`config.mk`:
```
export PLATFORM = sky130hd
export DESIGN_NAME = mem_wb_stage
export DESIGN_NICKNAME = d
export VERILOG_FILES = /design/src/rtl/mem_wb_stage.sv
export SDC_FILE = /design/constraint.sdc
export NUM_CORES = 1
export LEC_CHECK = 0
export BUFFER_PORTS_ARGS = -buffer_cell sky130_fd_sc_hd__buf_2
export CORE_ASPECT_RATIO = 2
export CORE_MARGIN = 3
export CORE_UTILIZATION = 52
export CTS_CLUSTER_DIAMETER = 50
export DETAILED_ROUTE_END_ITERATION = 7
export GPL_ROUTABILITY_DRIVEN = 0
export HOLD_SLACK_MARGIN = 0.1
export PLACE_DENSITY_LB_ADDON = 0.2
export SLEW_MARGIN = 20
export SYNTH_ARGS = -nofsm -noshare
export SYNTH_HDL_FRONTEND = slang
export SYNTH_SLANG_ARGS = --single-unit
```
`constraint.sdc`:
```
create_clock -name i_clk -period 2.5 [get_ports i_clk]
set_input_delay 0.625 -clock i_clk [delete_from_list [all_inputs] [get_ports i_clk]]
set_output_delay 0.625 -clock i_clk [all_outputs]
set_load 0.03 [all_outputs]
```
`src/rtl/mem_wb_stage.sv`:
```
// MEM/WB pipeline register with write-back data select and a four-beat
// sequencer that turns one 128-bit vector load into four 32-bit register writes.
module mem_wb_stage (
    input  logic         i_clk,
    input  logic         i_rst_n,
    input  logic         i_stall,
    input  logic         i_flush,
    input  logic [31:0]  i_pc,
    input  logic [31:0]  i_read_data,
    input  logic [31:0]  i_alu_result,
    input  logic [127:0] i_wd3_128,
    input  logic [4:0]   i_write_reg,
    input  logic         i_reg_write,
    input  logic         i_mem_to_reg,
    input  logic         i_vec128,
    output logic [31:0]  o_wb_pc,
    output logic [31:0]  o_wb_write_data,
    output logic [4:0]   o_wb_write_reg,
    output logic         o_wb_reg_write,
    output logic         o_busy
);

    typedef enum logic {
        IDLE = 1'b0,
        VEC  = 1'b1
    } state_t;

    state_t       r_state, w_state_next;
    logic [1:0]   r_cnt, w_cnt_next;
    logic [127:0] r_buf, w_buf_next;
    logic [31:0]  r_wb_pc, w_wb_pc_next;
    logic [31:0]  r_wb_data, w_wb_data_next;
    logic [4:0]   r_wb_reg, w_wb_reg_next;
    logic         r_wb_we, w_wb_we_next;

    logic [31:0]  w_buf_word [4];
    logic [1:0]   w_cnt_inc;
    logic         w_busy;

    genvar gi;
    generate
        for (gi = 0; gi < 4; gi++) begin : g_buf_word
            assign w_buf_word[gi] = r_buf[32*gi +: 32];
        end
    endgenerate

    assign w_busy    = (r_state == VEC) && (r_cnt != 2'd3);
    assign w_cnt_inc = r_cnt + 2'd1;

    always_ff @(posedge i_clk or negedge i_rst_n) begin
        if (!i_rst_n) begin
            r_state   <= IDLE;
            r_cnt     <= 2'd0;
            r_buf     <= '0;
            r_wb_pc   <= '0;
            r_wb_data <= '0;
            r_wb_reg  <= '0;
            r_wb_we   <= 1'b0;
        end else begin
            r_state   <= w_state_next;
            r_cnt     <= w_cnt_next;
            r_buf     <= w_buf_next;
            r_wb_pc   <= w_wb_pc_next;
            r_wb_data <= w_wb_data_next;
            r_wb_reg  <= w_wb_reg_next;
            r_wb_we   <= w_wb_we_next;
        end
    end

    always_comb begin
        w_state_next   = r_state;
        w_cnt_next     = r_cnt;
        w_buf_next     = r_buf;
        w_wb_pc_next   = r_wb_pc;
        w_wb_data_next = r_wb_data;
        w_wb_reg_next  = r_wb_reg;
        w_wb_we_next   = r_wb_we;

        if (i_flush) begin
            w_state_next   = IDLE;
            w_cnt_next     = 2'd0;
            w_wb_pc_next   = '0;
            w_wb_data_next = '0;
            w_wb_reg_next  = '0;
            w_wb_we_next   = 1'b0;
        end else if (i_stall) begin
            // everything holds; the repeated beat rewrites the same register
        end else if (w_busy) begin
            w_cnt_next     = w_cnt_inc;
            w_wb_data_next = w_buf_word[w_cnt_inc];
            w_wb_reg_next  = r_wb_reg + 5'd1;
        end else if (i_vec128 && i_reg_write) begin
            w_state_next   = VEC;
            w_cnt_next     = 2'd0;
            w_buf_next     = i_wd3_128;
            w_wb_pc_next   = i_pc;
            w_wb_data_next = i_wd3_128[31:0];
            w_wb_reg_next  = i_write_reg;
            w_wb_we_next   = 1'b1;
        end else begin
            w_state_next   = IDLE;
            w_cnt_next     = 2'd0;
            w_wb_pc_next   = i_pc;
            w_wb_data_next = i_mem_to_reg ? i_read_data : i_alu_result;
            w_wb_reg_next  = i_write_reg;
            w_wb_we_next   = i_reg_write;
        end
    end

    // r0 is hard-wired zero, so any write addressed to it is suppressed
    assign o_wb_reg_write  = r_wb_we && (r_wb_reg != 5'd0);
    assign o_wb_pc         = r_wb_pc;
    assign o_wb_write_data = r_wb_data;
    assign o_wb_write_reg  = r_wb_reg;
    assign o_busy          = w_busy;

endmodule

```
-- Word level (Yosys, flattened, before mapping)
Index checks and enable logic that the tools add are counted.
Widths: inputs -> output; s select.
- bits of input ports: 236
- output and inout port bits: 71
- bits in registers: 201
- $lt $le $gt $ge: 1
- bitwise operators: 4
- reductions and logical operators: 6
- muxes and demuxes: 25
- equal/unequal tests: 3
- $add $sub $neg: 2
- operator list (operator ; count):
    $mux 32 ; 10
    $bmux 32 s2 ; 1
    $mux 5 ; 3
    $mux 1 ; 8
    $mux 2 ; 3
    $add 5x1->5 const B ; 1
    $reduce_bool 5->1 ; 1
    $ne 2x2->1 const B ; 2
    $reduce_and 4->1 ; 1
    $ge 3x3->1 const B ; 1
    $logic_and 1x1->1 ; 3
    $not 1->1 ; 3
    $not 2->3 ; 1
    $add 2x1->2 const B ; 1
    $ne 2x1->1 const B ; 1
    $reduce_and 2->1 ; 1

-- Longest topological paths before layout
- word-level depth: 8
- depth in mapped cells: 7

-- Worst setup path after synthesis
OpenSTA, ideal clock, no wires.
- path type: register -> output
- start: register r_wb_reg[0], in the netlist o_wb_write_reg[0]
- end: output port o_wb_reg_write
- buffers on the path: 0
- stages on the path, launching flop included: 4
- arrival: 1.343 ns
- data required time: 1.875 ns
- path slack: 0.532 ns
- cells stage by stage: dfrtp_1 inv_1 ha_1 a31oi_1
- cells in the longest elaborated chain, start to end: 2
- ends and longest elaborated chain (element ; line ; text):
    start, declared ; 33 ; logic [4:0] r_wb_reg, w_wb_reg_next;
    start signal, assigned ; 65 ; r_wb_reg <= w_wb_reg_next;
    $reduce_bool 5->1 ; 111 ; assign o_wb_reg_write = r_wb_we && (r_wb_reg != 5'd0);
    $logic_and 1x1->1 ; 111 ;
    end, declared ; 19 ; output logic o_wb_reg_write,
No other way between the ends.

-- Worst setup path after layout
- start: register r_cnt[0]
- end: output port o_busy
- cells in the longest elaborated chain, start to end: 2
- ends and longest elaborated chain (element ; line ; text):
    start, declared ; 29 ; logic [1:0] r_cnt, w_cnt_next;
    start signal, assigned ; 61 ; r_cnt <= w_cnt_next;
    $ne 2x2->1 ; 47 ; assign w_busy = (r_state == VEC) && (r_cnt != 2'd3);
    $logic_and 1x1->1 ; 47 ;
    end, declared ; 20 ; output logic o_busy
No other way between the ends.

==> results by stage <==
Placement:
- Summing all placed instances gives a cell area of roughly 11000 um^2.
- The total of buffers placed on input and output ports is roughly 300.
- Summed over all nets, the half-perimeter wirelength after detailed placement is between 15000 and 20000 um.

Floorplan:
- In this run the count of I/O pins placed on the die edge is a little over 300.
- The area of the core is between 15000 and 20000 um^2.
- After floorplanning, the core was divided into 70 placement rows.
- The width of the die is between 100 and 150 um.
- For this configuration, the core starts out at a cell density of between 50% and 60%.
- The vertical extent of the die is ~200 um.
- The floorplan step defined a die boundary enclosing around 21000 um^2.

Logic synthesis:
- The number of nets in the synthesized netlist is 928.
- The mapped netlist covers between 9000 and 10000 um^2.
- The gate count after technology mapping is just under 700.
- Yosys mapped the design onto 37 distinct sky130hd cell types.
- Ranked by total cell area, the synthesized netlist is headed by sky130_fd_sc_hd__dfrtp_1 51%, sky130_fd_sc_hd__mux2_4 18%, sky130_fd_sc_hd__mux4_2 7.3%, sky130_fd_sc_hd__a22o_1 3.1%, sky130_fd_sc_hd__nand2_1 2.6%.
- The cell type with the highest aggregate area in the netlist is sky130_fd_sc_hd__dfrtp_1.
- The number of warnings printed during yosys synthesis is 0.
- The proportion of netlist area held by the largest area contributor is about 50%.
- The synthesized design contains about 200 register bits.
- After synthesis, the share of cell area in mux cells is a little over a quarter.
- Counting flops with a built-in enable in the synthesized netlist gives 0.
- The async set-or-reset flop fraction in the synthesized netlist is 100.0%.
- The predominant post-synthesis flop cell is sky130_fd_sc_hd__dfrtp_1.
- The largest family of logic cells by synthesized area is multiplexers.
- The synthesized-area fraction occupied by adder cells is less than 1%.
- The simple-gate area share of the yosys netlist is 7.562%.
- Summing the areas of all compound-gate instances in the mapped netlist gives a little under a tenth of the synthesized area.
- Summing the sequential cell areas from Yosys gives approximately 51% of the chip area.
- The post-synthesis average cell area is about 14 um^2.
- The post-synthesis share of cell area spent on xor and xnor gates is 0%.

Power and ir drop:
- Net switching is between 20% and 30% of the power.
- The cell-internal power is approximately 0.0066 W.
- The clock network burns around a third of the power.
- The leakage component of the power is between 6 and 7 nW.
- IR analysis of the VDD net gives a maximum drop of 0.6814 mV.
- The share of total power dissipated in combinational logic is slightly above 20%.
- The sequential cell fraction of total power is between 40% and 50%.
- The power dissipated by switching net loads is between 0.002 and 0.0025 W.
- For this design the ratio of total power to cell area is 727.2 nW/um^2.

GRT:
- For this run the aggregate overflow at the end of global routing stands at 0.
- The first global-routing pass estimated roughly 39000 um of wire.
- Global routing consumed, over all layers together, between 20% and 30% of the routing resources.
- The number of antenna violations at the first check in global routing is 7.
- The maximum number of pins on one net before global-route repair is 59.
- The number of global-route vias before repair is 7228.

Clock network:
- In this run the number of H-tree levels came out at 1.
- The CTS tree is yes.
- For this design, the sink count on the clock tree is 201.
- The clock-pin slew reported for the worst setup and hold paths after clock tree synthesis is approximately 60 ps.
- TritonCTS created 19 clock buffers.
- The insertion delay to the later sink of the worst-skew pair is 480 ps.
- The clock tree buffer depth is 3.
- CTS placed an instance of sky130_fd_sc_hd__clkbuf_16 at the clock tree root.

Layout:
- After the last flow step, the layout net total stands at between 1000 and 1500.
- The register with the most flip-flops in the layout has 128 of them.
- Leaving out fill and tap cells, the most frequent cell in the layout is sky130_fd_sc_hd__buf_2.
- Counting the fill cells in the layout gives about 1500.
- The top cell types in the final layout, fill and taps aside, are 304 x sky130_fd_sc_hd__buf_2, 200 x sky130_fd_sc_hd__dfrtp_1, 120 x sky130_fd_sc_hd__mux2_4.
- The area added between synthesis and finish is 22.67%.
- More flip-flops sit in one register than any other, and that register is r_buf.
- Cells with a size suffix above 1 make up 53.27% of the layout.
- The final instance area is about 12000 um^2.

Worst setup path:
- Together, buffers and inverters on the worst path number 3.
- The worst register-to-register path begins at r_cnt[0]$_DFFE_PN0P_.
- The kind of cell with the highest combined delay along the critical path is buffers and inverters.
- In this design, the stage delay of the slowest critical-path cell is 400 ps.
- The cell depth of the worst flop-to-flop path is 4.
- The critical path data required time is approximately 1900 ps.
- Of all nets on the critical path, the largest fanout is 8.
- The setup check on the worst reg-to-reg path leaves a slack of 620 ps.
- The cell repeated most along the worst path is sky130_fd_sc_hd__buf_4.
- The endpoint identified for the worst register-to-register timing path is o_wb_write_data[31]$_DFFE_PN0P_.
- The kind of end point of the critical path is a primary output.
- The signal on the critical path passes through ha_2, nand2b_1, buf_4, inv_2, buf_4.
- On the critical path, the stage with the largest delay is an instance of sky130_fd_sc_hd__dfrtp_2.
- For the worst setup path, the data arrival time is 1780 ps.
- STA classifies the critical path startpoint as a flop.
- The critical setup path kind is reg2out.

STA:
- The slew at the pin with the worst max-slew slack is just over 700 ps.
- Of the available clock period, the critical path in the final layout requires between 90% and 100%.
- The number of endpoints with negative hold slack in the final report is 0.
- For the final database, setup skew stands at 11.99 ps.
- The smallest clock period supported by the final layout is computed as 2402 ps.
- Based on the critical path, the design can be clocked at up to roughly 420 MHz.
- The worst relative slew slack is 52.36%.
- In the final timing run, aggregate negative setup slack is 0 ps.
- Setup repair after global routing left no endpoint under its margin.
- Setup violations remaining at the end of the flow were counted as 0.
- The total count of max-transition violations in the final report came to 0.

Routing:
- In the routed design, unresolved DRC markers number 0.
- The per-cell routed wire length is roughly 20 um.
- In this run the remaining antenna-violating nets after routing total 0.
- The total detailed-routing wirelength is around 25000 um.
- The first routing iteration left between 200 and 300 violations.
- After detailed routing, the number of vias per cell comes to ~5.5.
- The number of iterations in the first detailed-routing pass is 4.
- The routed layout has a little under 7000 vias.

Status:
- The flow ran to the end, and the final reports show no timing, DRC or antenna violations.

Hold path:
- The worst hold path belongs to the class in2async.

Run:
- Across the run, the number of max-cap violations was 0.
metrics by stage:
| stage | setup WS (ps) | total power [W] | std cells | util, % | hold WS [ps] |
|---|---|---|---|---|---|
| finish | 98.29 | 0.008812 | 1251 | 65.57 | 100.1 |
| global route | 17.32 | 0.009215 | 1251 | 65.57 | 123.3 |
| CTS | 42.08 | 0.008898 | 1247 | 65.50 | 117.2 |
| detailed placement | 449.3 | 0.006004 | 1215 | 62.21 | 470.5 |
| global placement | 461.6 | 0.005941 | 1215 | 62.21 | 463.5 |
| floorplan | 532.0 | 0.005409 | 689 | - | 329.4 |
worst max-delay path by stage:
stage          slack, ps                           from                    end  cells after the start
6_report             100           r_cnt[0]$_DFFE_PN0P_                 o_busy                      5
5_1_grt               20           r_cnt[1]$_DFFE_PN0P_                 o_busy                      5
3_5_place_dp         450                    i_reg_write  r_buf[72]$_DFFE_PN0P_                      5
4_1_cts               40           r_cnt[1]$_DFFE_PN0P_                 o_busy                      5
2_1_floorplan        530  o_wb_write_reg[0]$_DFFE_PN0P_         o_wb_reg_write                      3
3_3_place_gp         460                    i_reg_write  r_buf[82]$_DFFE_PN0P_                      5
cells by family (layout without fill, tap and decap cells):
| group | after synthesis | in the layout |
|---|---|---|
| and+or+nand+nor | 152 | 152 |
| AOI/OAI and AO/OA | 110 | 110 |
| muxes | 161 | 161 |
| DFF | 201 | 201 |
| buffers and inverters | 62 | 368 |
| other | 0 | 4 |
| adders and majority gates | 3 | 3 |
cell type report:
cell class / count / area (um^2) / share of cell area [%]
tap: 252 / 315.3 / 2.602
inverter: 7 / 26.28 / 0.2168
timing repair buffer: 329 / 1803 / 14.88
antenna: 4 / 10.01 / 0.08260
clock buffer: 28 / 559.3 / 4.615
clock inverter: 4 / 48.80 / 0.4027
sequential: 201 / 5031 / 41.52
multi-input combinational: 426 / 4324 / 35.68
synth_stat cells (2+ instances only):
library cell and n:
sky130_fd_sc_hd__nand2_1 69, sky130_fd_sc_hd__buf_12 11, sky130_fd_sc_hd__a31oi_1 4, sky130_fd_sc_hd__nor2_1 34, sky130_fd_sc_hd__mux2_4 120, sky130_fd_sc_hd__and2_1 2, sky130_fd_sc_hd__a211oi_1 32, sky130_fd_sc_hd__o311ai_1 29
sky130_fd_sc_hd__ha_1 3, sky130_fd_sc_hd__a22o_1 35, sky130_fd_sc_hd__clkbuf_1 17, sky130_fd_sc_hd__mux4_2 32, sky130_fd_sc_hd__dfrtp_1 201, sky130_fd_sc_hd__nand3_1 5, sky130_fd_sc_hd__mux2_2 9, sky130_fd_sc_hd__inv_1 6
sky130_fd_sc_hd__buf_4 6, sky130_fd_sc_hd__o311ai_0 3, sky130_fd_sc_hd__nor2b_1 34, sky130_fd_sc_hd__buf_6 12, sky130_fd_sc_hd__buf_2 9
power by group through the flow:
stage               registers [W]  logic (W)  clock network, W
floorplan                 0.00423    0.00118                 0
global placement          0.00417    0.00177                 0
detailed placement        0.00419    0.00182                 0
CTS                       0.00415    0.00182           0.00293
global route              0.00422    0.00193           0.00306
finish                    0.00415    0.00180           0.00286
per-layer routing:
layer,wire length (um),track usage [%]
met1,9366,28.72
met2,13470,43.08
met3,1666,4.348
met4,866,8.152
met5,19,0
timing repair:
item                                    4_1_cts  5_1_grt
buffers inserted                              0        0
resized for setup                             0        2
hold buffers                                  0        0
endpoints found under the setup margin        0        1
Power figures use the tool's default switching activity.
